[config.mk]
export PLATFORM = sky130hd
export DESIGN_NAME = fetch_unit
export DESIGN_NICKNAME = d
export VERILOG_FILES = /design/src/rtl/fetch_unit.sv
export SDC_FILE = /design/constraint.sdc
export NUM_CORES = 1
export LEC_CHECK = 0
export ABC_CLOCK_PERIOD_IN_PS = 2400
export CAP_MARGIN = 5
export CORE_MARGIN = 3
export CORE_UTILIZATION = 43
export CTS_CLUSTER_SIZE = 24
export DETAILED_ROUTE_END_ITERATION = 16
export PLACE_DENSITY = 0.77
export SYNTH_ARGS = -nofsm -noshare
export SYNTH_HDL_FRONTEND = slang
export SYNTH_SLANG_ARGS = --single-unit
[constraint.sdc]
create_clock -name clk -period 2.4 [get_ports clk]
set_clock_uncertainty 0.15 [all_clocks]
set_input_delay 0.6 -clock clk [delete_from_list [all_inputs] [get_ports clk]]
set_output_delay 0.6 -clock clk [all_outputs]
set_load 0.01 [all_outputs]
[src/rtl/fetch_unit.sv]
// Instruction fetch unit: issues one word-addressed read at a time, buffers
// one fetched word for the downstream consumer, handles branch redirects
// (including squashing an in-flight read) and abandons reads that are never
// acknowledged, flagging a sticky error and retrying from the same pc.
//
// Handshakes:
//   memory    - mem_req_valid is held high for the whole request (REQ/DRAIN)
//               and the memory answers with a single-cycle mem_ack carrying
//               mem_rd_data; acks seen while idle are ignored.
//   downstream - a word moves when instr_valid & instr_ready are both high at
//               a rising clock edge; instr/instr_pc are stable while
//               instr_valid is high and instr_ready is low.
module fetch_unit #(
  parameter logic [31:0] RESET_PC = 32'h0000_0000,
  parameter logic [31:0] PC_STEP  = 32'd1,
  parameter int          TIMEOUT  = 16
) (
  input  logic        clk,
  input  logic        reset,
  output logic        mem_req_valid,
  output logic        mem_rd_wr,
  output logic [31:0] mem_rd_addr,
  input  logic [31:0] mem_rd_data,
  input  logic        mem_ack,
  input  logic        redirect_valid,
  input  logic [31:0] redirect_pc,
  output logic        instr_valid,
  input  logic        instr_ready,
  output logic [31:0] instr,
  output logic [31:0] instr_pc,
  output logic        fetch_err,
  output logic [15:0] fetch_count,
  output logic [1:0]  dbg_state
);

  // REQ holds a live request; DRAIN holds a request whose data will be dropped
  typedef enum logic [1:0] {
    IDLE  = 2'd0,
    REQ   = 2'd1,
    DRAIN = 2'd2
  } state_t;

  localparam logic [15:0] TMO = 16'(TIMEOUT);

  state_t      state;
  logic [31:0] pc;
  logic [15:0] tcnt;
  logic [15:0] tcnt_inc;
  logic        timed_out;
  logic        xfer;

  // Downstream transfer and timeout detection
  assign xfer      = instr_valid & instr_ready;
  assign tcnt_inc  = tcnt + 16'd1;
  assign timed_out = (tcnt_inc == TMO);

  // Fixed read-only request path and debug view of the FSM
  assign mem_rd_wr   = 1'b0;
  assign mem_rd_addr = pc;
  assign dbg_state   = state;

  // Fetch FSM with registered request, output buffer, error flag and counter
  always_ff @(posedge clk) begin
    if (!reset) begin
      state         <= IDLE;
      pc            <= RESET_PC;
      tcnt          <= 16'd0;
      mem_req_valid <= 1'b0;
      instr_valid   <= 1'b0;
      instr         <= 32'd0;
      instr_pc      <= 32'd0;
      fetch_err     <= 1'b0;
      fetch_count   <= 16'd0;
    end else begin
      // A transfer empties the buffer; a refill later in this block wins.
      if (xfer) begin
        instr_valid <= 1'b0;
        fetch_count <= fetch_count + 16'd1;
      end

      case (state)
        IDLE: begin
          if (redirect_valid) begin
            pc          <= redirect_pc;
            instr_valid <= 1'b0;
          end else if (!instr_valid || instr_ready) begin
            state         <= REQ;
            mem_req_valid <= 1'b1;
            tcnt          <= 16'd0;
          end
        end

        REQ: begin
          if (redirect_valid && mem_ack) begin
            // Returning word belongs to the old path: drop it.
            pc            <= redirect_pc;
            instr_valid   <= 1'b0;
            state         <= IDLE;
            mem_req_valid <= 1'b0;
          end else if (redirect_valid) begin
            // Keep the request up until the stale ack returns.
            pc          <= redirect_pc;
            instr_valid <= 1'b0;
            state       <= DRAIN;
            tcnt        <= 16'd0;
          end else if (mem_ack) begin
            instr         <= mem_rd_data;
            instr_pc      <= pc;
            instr_valid   <= 1'b1;
            pc            <= pc + PC_STEP;
            state         <= IDLE;
            mem_req_valid <= 1'b0;
          end else if (timed_out) begin
            // Give up; pc is untouched so the next request retries it.
            fetch_err     <= 1'b1;
            state         <= IDLE;
            mem_req_valid <= 1'b0;
          end else begin
            tcnt <= tcnt_inc;
          end
        end

        DRAIN: begin
          if (redirect_valid) begin
            pc          <= redirect_pc;
            instr_valid <= 1'b0;
          end
          if (mem_ack) begin
            state         <= IDLE;
            mem_req_valid <= 1'b0;
          end else if (timed_out) begin
            fetch_err     <= 1'b1;
            state         <= IDLE;
            mem_req_valid <= 1'b0;
          end else begin
            tcnt <= tcnt_inc;
          end
        end

        default: begin
          state         <= IDLE;
          mem_req_valid <= 1'b0;
        end
      endcase
    end
  end

endmodule

Yosys cells after proc, flatten, opt, wreduce, memory -nomap -nowiden:

Cells that the tools add are included.
Widths: inputs -> output; s select.

* bits in registers: 133
* output and inout bits: 118
* logic and storage cells: 76

* add/sub/neg operators: 3
* equality and inequality tests: 10
* muxes and demuxes: 37
* bitwise operators: 3
* reduce and logical (&&, ||, !) cells: 14

Operators with widths (count)
* $mux 32: 4
* $mux 16: 6
* $pmux 32 s2: 1
* $pmux 16 s3: 1
* $add 16x1->16 const B: 2
* $add 32x1->32 const B: 1
* $eq 16x5->1 const B: 1
* $mux 1: 15
* $mux 2: 6
* $reduce_and 3->1: 3
* $ne 2x2->1 const B: 4
* $reduce_and 4->1: 2
* $pmux 2 s3: 1
* $ne 4x4->1 const B: 1
* $pmux 1 s2: 2
* $reduce_bool 2->1: 2
* $ne 3x3->1 const B: 1
* $pmux 1 s3: 1
* $reduce_bool 3->1: 1
* $eq 2x1->1 const B: 1
* $eq 2x2->1 const B: 1
* $logic_not 2->1: 1
* $ne 2x1->1 const B: 1
* $not 1->1: 2
* other kinds (6): 6

Depth between registers and ports, before layout:

* word-level depth: 7
* gate-level depth with buffers: 11

Worst setup path after synthesis:

OpenSTA, ideal clock, no wires.

* path kind: register to register
* start: register tcnt[0]
* end: register tcnt[10]
* library setup time: 122 ps
* arrival: 2224 ps
* path slack: -96 ps
* stages on the path, launching flop included: 9
* path buffers: 0
* path through: dfxtp_1 > ha_1 > nand3_2 > or3_4 > nor3b_1 > o2111a_2 > a21oi_4 > a21boi_2 > a221o_1

* cells in the longest elaborated chain, start to end: 7

RTL lines
* from (decl): line 47 `logic [15:0] tcnt;`
* from (signal assigned): line 119 `tcnt <= tcnt_inc;`
* from (signal assigned): line 136 `tcnt <= tcnt_inc;`
* $add 16x1->16 *: line 54 `assign tcnt_inc = tcnt + 16'd1;`
* $eq 16x5->1: line 55 `assign timed_out = (tcnt_inc == TMO);`
* $mux 16 *: line 113, 131
* $mux 16 *: line 128 `if (mem_ack) begin`
* $mux 16: line 100 `end else if (redirect_valid) begin`
* $mux 16: line 94 `if (redirect_valid && mem_ack) begin`
* $pmux 16 s3 *: line 81 `case (state)`

Every way passes the cells marked *; elsewhere a longest branch is shown, timed or not. The select of a mux whose other input is x is not followed.
A chain may end at the register's enable or synchronous reset.

Final worst setup path:

Same ends and word-level chain as after synthesis.

==> results.py <==
metrics = {
    "synthesis": {
        "synth_nets": 883,
        "ys_seq_area_frac": 0.431,
        "synth_cells": 807,
        "synth_seq_cells": 133,
        "synth-edff-count": 0,
        "ys_top_cells_by_area": "dfxtp_1 (43%), nand2_1 (11%), a21oi_1 (8.6%)",
        "synth_cell_type_count": 65,
        "synth_flop_cell": "dfxtp_1",
        "ys_async_sr_fraction": 0,
        "yosysWarnings": 0,
        "syn-mean-instance-area_um2": 7.66,
        "yosysTopAreaCell": "dfxtp_1",
        "synth_top_area_share": 0.431,
        "synth_area_um2": 6180,
    },
    "clocking": {
        "cts_buffers": 17,
        "clock_sinks": 133,
        "clk_pin_slew_worst_paths_ps": 60,
        "htreeDepth": 4,
        "clk_path_buf_depth": 2,
        "cts_tree": "built",
        "insertion_delay_ps": 420,
        "holdBufCountCts": 0,
        "cts_root_buf": "clkbuf_16",
    },
    "drt": {
        "drt_iter0_drc": 488,
        "wire_per_inst_um": 15.6,
        "route.detailed.drc": 0,
        "first_pass_iters": 5,
        "routed-via-count": 6707,
        "vias_per_cell": 5.42,
        "ant_nets": 0,
        "routed_wl_um": 19300,
    },
    "setup_path": {
        "end_kind": "flip-flop",
        "r2r_start": "tcnt[0]",
        "critPathMaxFanout": 5,
        "crit_type": "flip-flop to flip-flop",
        "rr_worst_depth": 9,
        "crit_start": "tcnt[0]",
        "crit_path_end": "tcnt[10]",
        "crit_required_ps": 2560,
        "startpoint_type": "flip-flop",
        "reg2reg_to": "tcnt[10]",
        "cp.arrival_ps": 2570,
        "reg2reg_slack_ps": -10,
    },
    "cells_and_area": {
        "insertedDiodeCount": 0,
        "drive_gt1_frac": 0.162,
        "fin_util": 0.687,
        "nets": 1120,
        "stdcell_area_um2": 9610,
        "area_delta_synth_final_pct": 55.4,
        "fin_cells": 1237,
    },
    "placed_design": {
        "place_congestion": 0.947,
        "place_area_um2": 8750,
        "place_inst": 1193,
        "hpwl_um": 13200,
        "pre_cts_slack_ps": -481,
        "io_buffers": 185,
    },
    "timing": {
        "setup_viol": 1,
        "fmax_ghz": 0.414,
        "grt_setup_unrepaired": "true",
        "fin_crit_ps": 2410,
        "period_share": 1.01,
        "drv_slew": 0,
        "holdWs_ps": 302,
        "fin_tns_setup_ps": -12.6,
        "setup_ws_ps": -12.6,
        "hold_violations": 0,
    },
    "hold_path": {
        "hp-class": "flip-flop to flip-flop",
    },
    "global_route": {
        "grt_max_degree": 62,
        "grt_pass1_wl_um": 31100,
        "grt_antenna_before_repair": 0,
        "grt_pass1_vias": 6364,
        "grt_remaining_overflow": 0,
        "gr-usage-all-layers": 0.236,
    },
    "power_and_ir_drop": {
        "p_total_mw": 5.90,
        "static-leakage-power_nw": 3.52,
        "ir_worst_vdd_v": 0.000588,
        "p_per_area_nw_per_um2": 614,
    },
    "floorplanning": {
        "die_w_um": 126,
        "die-area_um2": 15900,
        "start_util": 0.442,
        "coreArea_um2": 14000,
        "rows": 43,
        "die_height_um": 126,
        "num_io_pins": 187,
    },
    "status": {
        "status": "complete, but fails checks",
        "violations": "setup timing",
    },
    "job": {
        "cap_violations": 0,
    },
}
## cell families (layout without fill, tap and decap cells)
family | count (synthesis) | count (layout) | synth area share
muxes | 5 | 5 | 0.00810
other | 1 | 1 | 0.000607
adders and majority gates | 7 | 7 | 0.0142
AOI/OAI and AO/OA | 216 | 216 | 0.207
xor gates and xnor gates | 17 | 17 | 0.0241
DFF | 133 | 133 | 0.431
and+or+nand+nor | 360 | 360 | 0.267
buffers and inverters | 68 | 318 | 0.0476
## report_power, final
part | total [mW] | switching (mW) | internal (mW)
clock | 2.59 | 0.981 | 1.61
sequential | 2.39 | 0.0910 | 2.30
combinational | 0.922 | 0.433 | 0.490
## worst min path at each step
stage                       startpoint      endpoint  slack, ps  cells after the start
after floorplan               tcnt[15]      tcnt[15]        310                      1
after global placement    instr_pc[12]  instr_pc[12]        290                      2
after detailed placement     instr[31]     instr[31]        300                      2
after CTS                 instr_pc[17]  instr_pc[17]        300                      2
after global routing      instr_pc[18]  instr_pc[18]        320                      2
final                     instr_pc[18]  instr_pc[18]        300                      2
## layout make-up
class                      count  area (um2)
sequential                   133        2680
fill                        1165        4380
clock inverter                12         129
timing repair buffer         276        2690
tap                          180         225
multi-input combinational    606        3390
clock buffer                  20         467
inverter                      10        38.8
## routing by layer
layer  GRT usage  share of wire
met1       0.306           0.43
met2       0.381           0.48
met3      0.0640          0.074
met4      0.0852          0.018
met5           0              0
## synthesized netlist by cell type, drive strengths merged (2+ instances only)
library cell  count
o21ai            40
nand2b            6
nor3             13
and2              9
a31oi            18
a21boi            2
nand2           174
nor2b             5
a21o              3
dfxtp           133
nand3            25
and4              7
nand4            16
a22o              4
nor4              5
o221a             2
or3               6
xnor2             8
nor3b             2
a311oi            2
nand3b            2
o21a              4
nor2             73
o22ai             5
clkbuf           48
inv              10
ha                7
mux2i             5
xor2              9
o31ai             3
a22oi             8
a211o             2
or2               3
a211oi            2
and3              9
buf              10
a21oi           109
a41oi             4
## sequential cells by signal, summed over array words and instances (netlist names)
signal / count
dbg_state: 2
fetch_count: 16
fetch_err: 1
instr: 32
instr_pc: 32
instr_valid: 1
mem_rd_addr: 32
mem_req_valid: 1
tcnt: 16
## critical path, cell delays in order, from the launching register on
cell and delay (ps):
dfxtp_4 370, ha_4 150, nand3_4 110, or3_4 400, nor3b_4 160, o2111a_2 300, a21oi_4 190, buf_6 130
a21boi_4 60, a221o_1 300
## layout by cell type, fill, tap and decap left out, drive strengths merged, types with 3 or more instances in the layout
| cell | n |
|---|---|
| nand2b | 6 |
| or2 | 3 |
| and4 | 7 |
| a41oi | 4 |
| a21o | 3 |
| nand4 | 16 |
| o22ai | 5 |
| mux2i | 5 |
| a21oi | 109 |
| clkinv | 8 |
| and2 | 9 |
| a22oi | 8 |
| and3 | 9 |
| dfxtp | 133 |
| nor3 | 13 |
| nor4 | 5 |
| clkinvlp | 3 |
| or3 | 6 |
| clkbuf | 20 |
| nor2b | 5 |
| o21a | 4 |
| ha | 7 |
| o21ai | 40 |
| a22o | 4 |
| nand3 | 25 |
| clkdlybuf4s50 | 184 |
| xnor2 | 8 |
| buf | 91 |
| nor2 | 73 |
| xor2 | 9 |
| inv | 9 |
| nand2 | 174 |
| o31ai | 3 |
| a31oi | 18 |
## timing repair
| action | CTS | global route |
|---|---|---|
| endpoints found under the hold margin | 0 | 0 |
| setup buffers | 2 | 10 |
| setup endpoints to repair | 18 | 22 |
| pin swaps | 7 | 20 |
| gates resized for setup | 13 | 28 |
No activity file was read; power rests on OpenSTA's default activity.
